**src/rtl/pipe_hazard_ctrl.sv**
```systemverilog
// Stall/flush controller for the IF/ID, ID/EX and EX/MEM pipeline registers:
// load-use stalls, branch flushes, memory-wait freeze with watchdog, perf counters.
module pipe_hazard_ctrl #(
  parameter int MAX_WAIT = 15,
  parameter int CNT_W    = 16
) (
  input  logic             clock,
  input  logic             reset,
  input  logic             IDEX_MemRead,
  input  logic [4:0]       IDEX_Rt,
  input  logic [4:0]       IFID_Rs,
  input  logic [4:0]       IFID_Rt,
  input  logic             IFID_uses_Rt,
  input  logic             Branch_taken,
  input  logic             mem_busy,
  output logic             PC_write,
  output logic             IFID_write,
  output logic             IFID_flush,
  output logic             IDEX_bubble,
  output logic             IDEX_hold,
  output logic             EXMEM_hold,
  output logic             mem_timeout,
  output logic [1:0]       state,
  output logic [CNT_W-1:0] stall_count,
  output logic [CNT_W-1:0] flush_count
);

  localparam logic [1:0] RUN      = 2'd0;
  localparam logic [1:0] MEM_WAIT = 2'd1;
  localparam logic [1:0] UNUSED   = 2'd2;
  localparam logic [1:0] TIMEOUT  = 2'd3;

  localparam logic [7:0]       MAX_W   = 8'(MAX_WAIT);
  localparam logic [CNT_W-1:0] CNT_MAX = {CNT_W{1'b1}};

  logic [1:0]       state_q, state_d;
  logic [7:0]       wait_q, wait_d;
  logic             tmo_q, tmo_d;
  logic [CNT_W-1:0] stall_q, stall_d;
  logic [CNT_W-1:0] flush_q, flush_d;

  logic lu;
  logic br_flush;

  // $0 is hardwired, so a load targeting it never creates a dependency.
  assign lu = IDEX_MemRead && (IDEX_Rt != 5'd0) &&
              ((IDEX_Rt == IFID_Rs) || (IFID_uses_Rt && (IDEX_Rt == IFID_Rt)));

  // State register
  always_ff @(posedge clock) begin
    if (reset) begin
      state_q <= RUN;
      wait_q  <= 8'd0;
      tmo_q   <= 1'b0;
      stall_q <= '0;
      flush_q <= '0;
    end else begin
      state_q <= state_d;
      wait_q  <= wait_d;
      tmo_q   <= tmo_d;
      stall_q <= stall_d;
      flush_q <= flush_d;
    end
  end

  // Next-state logic
  always_comb begin
    state_d = state_q;
    wait_d  = wait_q;
    case (state_q)
      RUN, UNUSED: begin
        if (mem_busy) begin
          state_d = MEM_WAIT;
          wait_d  = 8'd1;
        end else begin
          state_d = RUN;
          wait_d  = 8'd0;
        end
      end
      MEM_WAIT: begin
        if (mem_busy) begin
          wait_d = wait_q + 8'd1;
          if (wait_q == MAX_W) state_d = TIMEOUT;
        end else begin
          state_d = RUN;
          wait_d  = 8'd0;
        end
      end
      TIMEOUT: begin
        state_d = TIMEOUT;
      end
      default: begin
        state_d = RUN;
        wait_d  = 8'd0;
      end
    endcase
  end

  // Output logic: combinational from registered state and live inputs
  always_comb begin
    PC_write    = 1'b1;
    IFID_write  = 1'b1;
    IFID_flush  = 1'b0;
    IDEX_bubble = 1'b0;
    IDEX_hold   = 1'b0;
    EXMEM_hold  = 1'b0;
    br_flush    = 1'b0;
    if (reset) begin
      PC_write    = 1'b0;
      IFID_write  = 1'b0;
      IFID_flush  = 1'b1;
      IDEX_bubble = 1'b1;
    end else if (state_q == TIMEOUT || mem_busy) begin
      // Held stages re-present their branch/hazard once memory frees up.
      PC_write   = 1'b0;
      IFID_write = 1'b0;
      IDEX_hold  = 1'b1;
      EXMEM_hold = 1'b1;
    end else if (Branch_taken) begin
      IFID_flush  = 1'b1;
      IDEX_bubble = 1'b1;
      br_flush    = 1'b1;
    end else if (lu) begin
      PC_write    = 1'b0;
      IFID_write  = 1'b0;
      IDEX_bubble = 1'b1;
    end
  end

  // Sticky watchdog flag and saturating performance counters
  always_comb begin
    tmo_d   = tmo_q | (state_d == TIMEOUT);
    stall_d = stall_q;
    flush_d = flush_q;
    if (!PC_write && (stall_q != CNT_MAX)) stall_d = stall_q + 1'b1;
    if (br_flush && (flush_q != CNT_MAX))  flush_d = flush_q + 1'b1;
  end

  assign state       = state_q;
  assign mem_timeout = tmo_q;
  assign stall_count = stall_q;
  assign flush_count = flush_q;

endmodule
```
**config.mk**
```make
export PLATFORM = sky130hd
export DESIGN_NAME = pipe_hazard_ctrl
export DESIGN_NICKNAME = d
export VERILOG_FILES = /design/src/rtl/pipe_hazard_ctrl.sv
export SDC_FILE = /design/constraint.sdc
export NUM_CORES = 1
export LEC_CHECK = 0
export BUFFER_PORTS_ARGS = -buffer_cell sky130_fd_sc_hd__buf_2
export CAP_MARGIN = 20
export CORE_MARGIN = 2
export CORE_UTILIZATION = 45
export CTS_CLUSTER_DIAMETER = 60
export DETAILED_ROUTE_END_ITERATION = 7
export PLACE_DENSITY = 0.74
export SLEW_MARGIN = 20
export SYNTH_ARGS = -nofsm -noshare
export SYNTH_HDL_FRONTEND = slang
export SYNTH_SLANG_ARGS = --single-unit
```
**constraint.sdc**
```tcl
create_clock -name clock -period 2.1 [get_ports clock]
set_input_delay 0.105 -clock clock [delete_from_list [all_inputs] [get_ports clock]]
set_output_delay 0.105 -clock clock [all_outputs]
set_load 0.02 [all_outputs]
```
### Yosys cells after proc, flatten, opt, wreduce, memory -nomap -nowiden

Index checks and enable logic that the tools add are counted.
W data, S select, Z words.

| storage, ports and cells | value |
|---|---|
| word-level logic and storage cells | 51 |
| input port bits | 21 |
| register bits after elaboration | 43 |
| output and inout bits | 41 |

| operators by class | value |
|---|---|
| muxes and demuxes | 21 |
| bitwise operators | 1 |
| reductions and logical operators | 12 |
| equality and inequality tests | 9 |
| add/subtract/negate cells | 3 |

Operators by type and width:

| cell | count |
|---|---|
| $add A16 B1 Y16 const B | 2 |
| $ne A16 B16 Y1 const B | 2 |
| $mux W1 | 16 |
| $pmux W8 S2 | 1 |
| $eq A5 B5 Y1 | 2 |
| $add A8 B1 Y8 const B | 1 |
| $eq A8 B4 Y1 const B | 1 |
| $mux W8 | 1 |
| $eq A2 B2 Y1 const B | 3 |
| $pmux W2 S3 | 1 |
| $logic_and A1 B1 Y1 | 5 |
| $reduce_bool A5 Y1 | 1 |
| $mux W2 | 2 |
| $eq A2 B1 Y1 const B | 1 |
| $logic_not A2 Y1 | 1 |
| $logic_or A1 B1 Y1 | 2 |
| $reduce_bool A2 Y1 | 1 |
| $reduce_or A2 Y1 | 1 |
| $logic_not A1 Y1 | 1 |
| $or A1 B1 Y1 | 1 |

### Longest topological paths before layout

| logic depth | value |
|---|---|
| word-level depth | 10 |
| depth in mapped cells | 9 |
| mapped depth without buffers | 7 |

### Least setup slack after synthesis

No wires, ideal clock.

| timing path | value |
|---|---|
| path type | reg2reg |
| from | reg flush_q[0], in the netlist flush_count[0] |
| to | reg flush_q[12], in the netlist flush_count[12] |
| path buffers | 0 |
| arrival time | 1.946 ns |
| cell stages (with the launch flop) | 8 |
| path slack | 0.026 ns |
| cells stage by stage | dfxtp_1 > ha_1 > nand2_1 > or2_2 > a2111oi_2 > nand4_1 > xor2_1 > nor2_1 |

| between the ends | value |
|---|---|
| cells in the longest elaborated chain, start to end | 2 |

Ends and longest elaborated chain:

| element | line | RTL |
|---|---|---|
| start: declaration | 40 | `logic [CNT_W-1:0] flush_q, flush_d;` |
| start signal: assignment | 62 | `flush_q <= flush_d;` |
| branches (longest 2 deep; another with $add A16 B1 Y16) | n/a |  |

Parallel ways; which one is timed is not known.
A chain may end at the register's enable or synchronous reset.

### Final worst setup path

| timing path | value |
|---|---|
| from | reg stall_q[9], in the netlist stall_count[9] |
| to | reg stall_q[15], in the netlist stall_count[15] |

| between the ends | value |
|---|---|
| cells in the longest elaborated chain, start to end | 2 |

Ends and longest elaborated chain:

| element | line | RTL |
|---|---|---|
| start: declaration | 39 | `logic [CNT_W-1:0] stall_q, stall_d;` |
| start signal: assignment | 61 | `stall_q <= stall_d;` |
| branches (longest 2 deep; another with $add A16 B1 Y16) | n/a |  |

Parallel ways; which one is timed is not known.

==> summary.md <==
• **die outline height** 75.1 um
• **H-tree levels** 2
• **Site Rows** 25
• **tightest slew margin relative to the limit** 75.6%
• **cell area after placement** 0.00268 mm2
• **Worst setup EP type** register
• **transition time of the tightest slew-check pin** 0.362 ns
• **overall overflow remaining after global route** 0
• **largest fanout on the critical path** 10
• **clock sinks** 43
• **length of the first detailed-routing pass in iterations** 4
• **antenna violations before repair** 0
• **most common cell after layout, fill and taps aside** buf_2
• **Max Clock Freq** 503 MHz
• **total setup violations reported at the end of the flow** 0
• **MaxCap Viol Count** 0
• **Syn Nets** 298
• **leakage component of the power** 1.13 nW
• **master cell of the clock root buffer** clkbuf_8
• **share of layout cells above drive strength 1** 27.1%
• **count of hold buffers inserted by post-cts repair** 0
• **remaining routing DRC violations** 0
• **clock tree from TritonCTS** built
• **number of filler instances in the final layout** 426
• **Inserted Clock Buffers** 5
• **starting density of the core** 47.5%
• **IO Port Bufs** 61
• **fin crit share** 94.7%
• **CTS max path bufs** 2
• **final non-filler cell area** 0.00277 mm2
• **kind of launch point of the worst setup path** register
• **later-pin clock latency in the skew report** 0.30 ns
• **Synth Flop Type** dfxtp_1
• **run status** complete, no violations
• **number of synthesized flops with an enable pin** 0
• **number of design-rule violations left by the first detailed-router iteration** 107
• **number of top-level design ports** 62
• **total half-perimeter wirelength after legalization and detailed placement** 3.96 mm
• **area growth from synthesis to final layout** 22.0%
• **sequential share of the synthesized area** 37.9%
• **Routed wire per std cell** 13.3 um
• **Final Routed Wirelength** 5.45 mm
• **synthesized area divided by synthesized cell count** 8.30 um2
• **total via count in the routed design** 2201
• **Worst Clk Skew** 0.00992 ns
• **area of the die** 0.00564 mm2
• **async set-or-reset flop fraction in the synthesized netlist** 0%
• **total number of yosys warnings** 0
• **count of state elements after synthesis** 43
• **wire length of the first global-routing pass** 8.63 mm
• **Hold/Removal Path Class** input pin to register
• **core occupancy in the finished layout** 57.9%
• **number of nets at the end of the flow** 368
• **post-DR vias/cell** 5.37
• **Crit path arrival time** 2.23 ns
• **Final Hold Viols** 0
• **largest net degree at the start of global routing** 37
• **via count of the first global-routing pass** 1929
• **fin crit period** 1.99 ns
• **tightest hold margin** 0.209 ns
• **required time of the worst setup path** 2.34 ns
• **post-layout total power** 0.00151 W
• **clock transition at the registers of the reported paths** 0.08 ns
• **area of the core** 0.00479 mm2
• **total power per unit cell area** 544 mW/mm2
• **Mapped Area** 0.00227 mm2
• **worst IR drop on VDD** 372 uV
• **number of cells produced by synthesis** 274
• **Routed Antenna Nets** 0
• **GRT Resource Usage Total** 19.9%
• **leading cell types in the layout, fill and taps excluded** 62 x buf_2, 42 x dfxtp_1, 29 x nor2_1
• **Total Neg Setup Slack** 0 ns
• **Synth cell types** 47
• **type of the worst setup path** register to register
• **number of antenna cells inserted** 0
• **Horiz. Die Dim** 75.1 um
• **Final Wtd Congestion** 0.783
• **count of final max-slew check failures** 0
## Yosys cell counts, types with 2 or more instances
master / number / area share (%)
nand4_1: 7 / 1.9
and3_1: 2 / 0.55
nand2b_1: 2 / 0.55
or4_1: 7 / 2.3
mux2_1: 2 / 0.99
nor2b_1: 4 / 1.1
buf_2: 2 / 0.44
or2_2: 2 / 0.55
nor3_1: 5 / 1.1
nor4_1: 3 / 0.83
o21ai_0: 14 / 3.1
ha_1: 3 / 1.7
nor2_1: 29 / 4.8
a21oi_1: 25 / 5.5
buf_6: 3 / 1.5
o21a_1: 4 / 1.3
xnor2_1: 14 / 5.4
clkbuf_1: 6 / 0.99
nor4b_1: 2 / 0.77
dfxtp_1: 43 / 38
xor2_1: 6 / 2.3
o31ai_1: 5 / 1.7
and2_1: 2 / 0.55
nand3_1: 13 / 2.9
inv_1: 8 / 1.3
or3_1: 14 / 3.9
mux2i_1: 2 / 0.88
nand2_1: 21 / 3.5
buf_4: 2 / 0.66
a21o_1: 5 / 1.7
## worst max-delay path, stage by stage, from the launching register on
cell      delay [ns]
dfxtp_1         0.33
and4_4          0.21
and3_4          0.20
a311oi_2        0.29
a21oi_2         0.11
buf_6           0.15
or4_1           0.49
a21oi_1         0.14
## layer usage
metal | track usage, % | vias up | wire (um)
met2 | 33.5 | 57 | 2560
met4 | 7.74 | 0 | 77
met5 | 0 | - | 0
met3 | 5.76 | 7 | 369
li1 | - | 1125 | -
met1 | 24.0 | 1012 | 2440
## final timing paths
path	from	endpoint	slack, ns	cells after the start
worst max-delay path	stall_count[9]	stall_count[15]	0.11	7
worst max register to register	stall_count[9]	stall_count[15]	0.11	7
worst min register to register	mem_timeout	mem_timeout	0.47	1
worst min-delay path	reset	stall_count[12]	0.21	3
## metrics by stage
stage	worst slack (ns)	std cells
after global routing	-0.00250	410
after global placement	0.151	402
after floorplan	0.0260	274
after detailed placement	0.103	402
final	0.111	410
after CTS	0.0881	408
## power breakdown
part | internal, W | total, W | switching [W]
combinational | 0.0000763 | 0.000182 | 0.000106
clock | 0.000222 | 0.000491 | 0.000269
sequential | 0.000826 | 0.000836 | 0.0000102
total | 0.00112 | 0.00151 | 0.000385
## logic make-up (layout without fill, tap and decap cells)
group                      count (synthesis)  after routing  share of synthesized area [%]
and+or+nand+nor                          117            117                           26.9
DFF                                       43             43                           37.9
buffers and inverters                     21             90                           4.90
AOI/OAI and AO/OA                         66             66                           19.1
adders and majority gates                  3              3                           1.65
muxes                                      4              4                           1.87
xor gates and xnor gates                  20             20                           7.71
## sequential cells by signal, summed over array words and instances, names as in the netlist
signal / cells
wait_q: 8
mem_timeout: 1
state: 2
stall_count: 16
flush_count: 16
## final cells by class
class / count / area [um2] / area share, %
timing repair buffer: 76 / 419 / 15.1
tap: 67 / 83.8 / 3.02
clock buffer: 6 / 72.6 / 2.62
multi-input combinational: 210 / 1310 / 47.1
inverter: 8 / 30.0 / 1.08
sequential: 43 / 862 / 31.1
## repair_timing
action / 4_1_cts / 5_1_grt
gates resized for setup: 0 / 3
setup endpoints to repair: 0 / 5
buffers inserted: 0 / 1
Power figures use the tool's default switching activity.
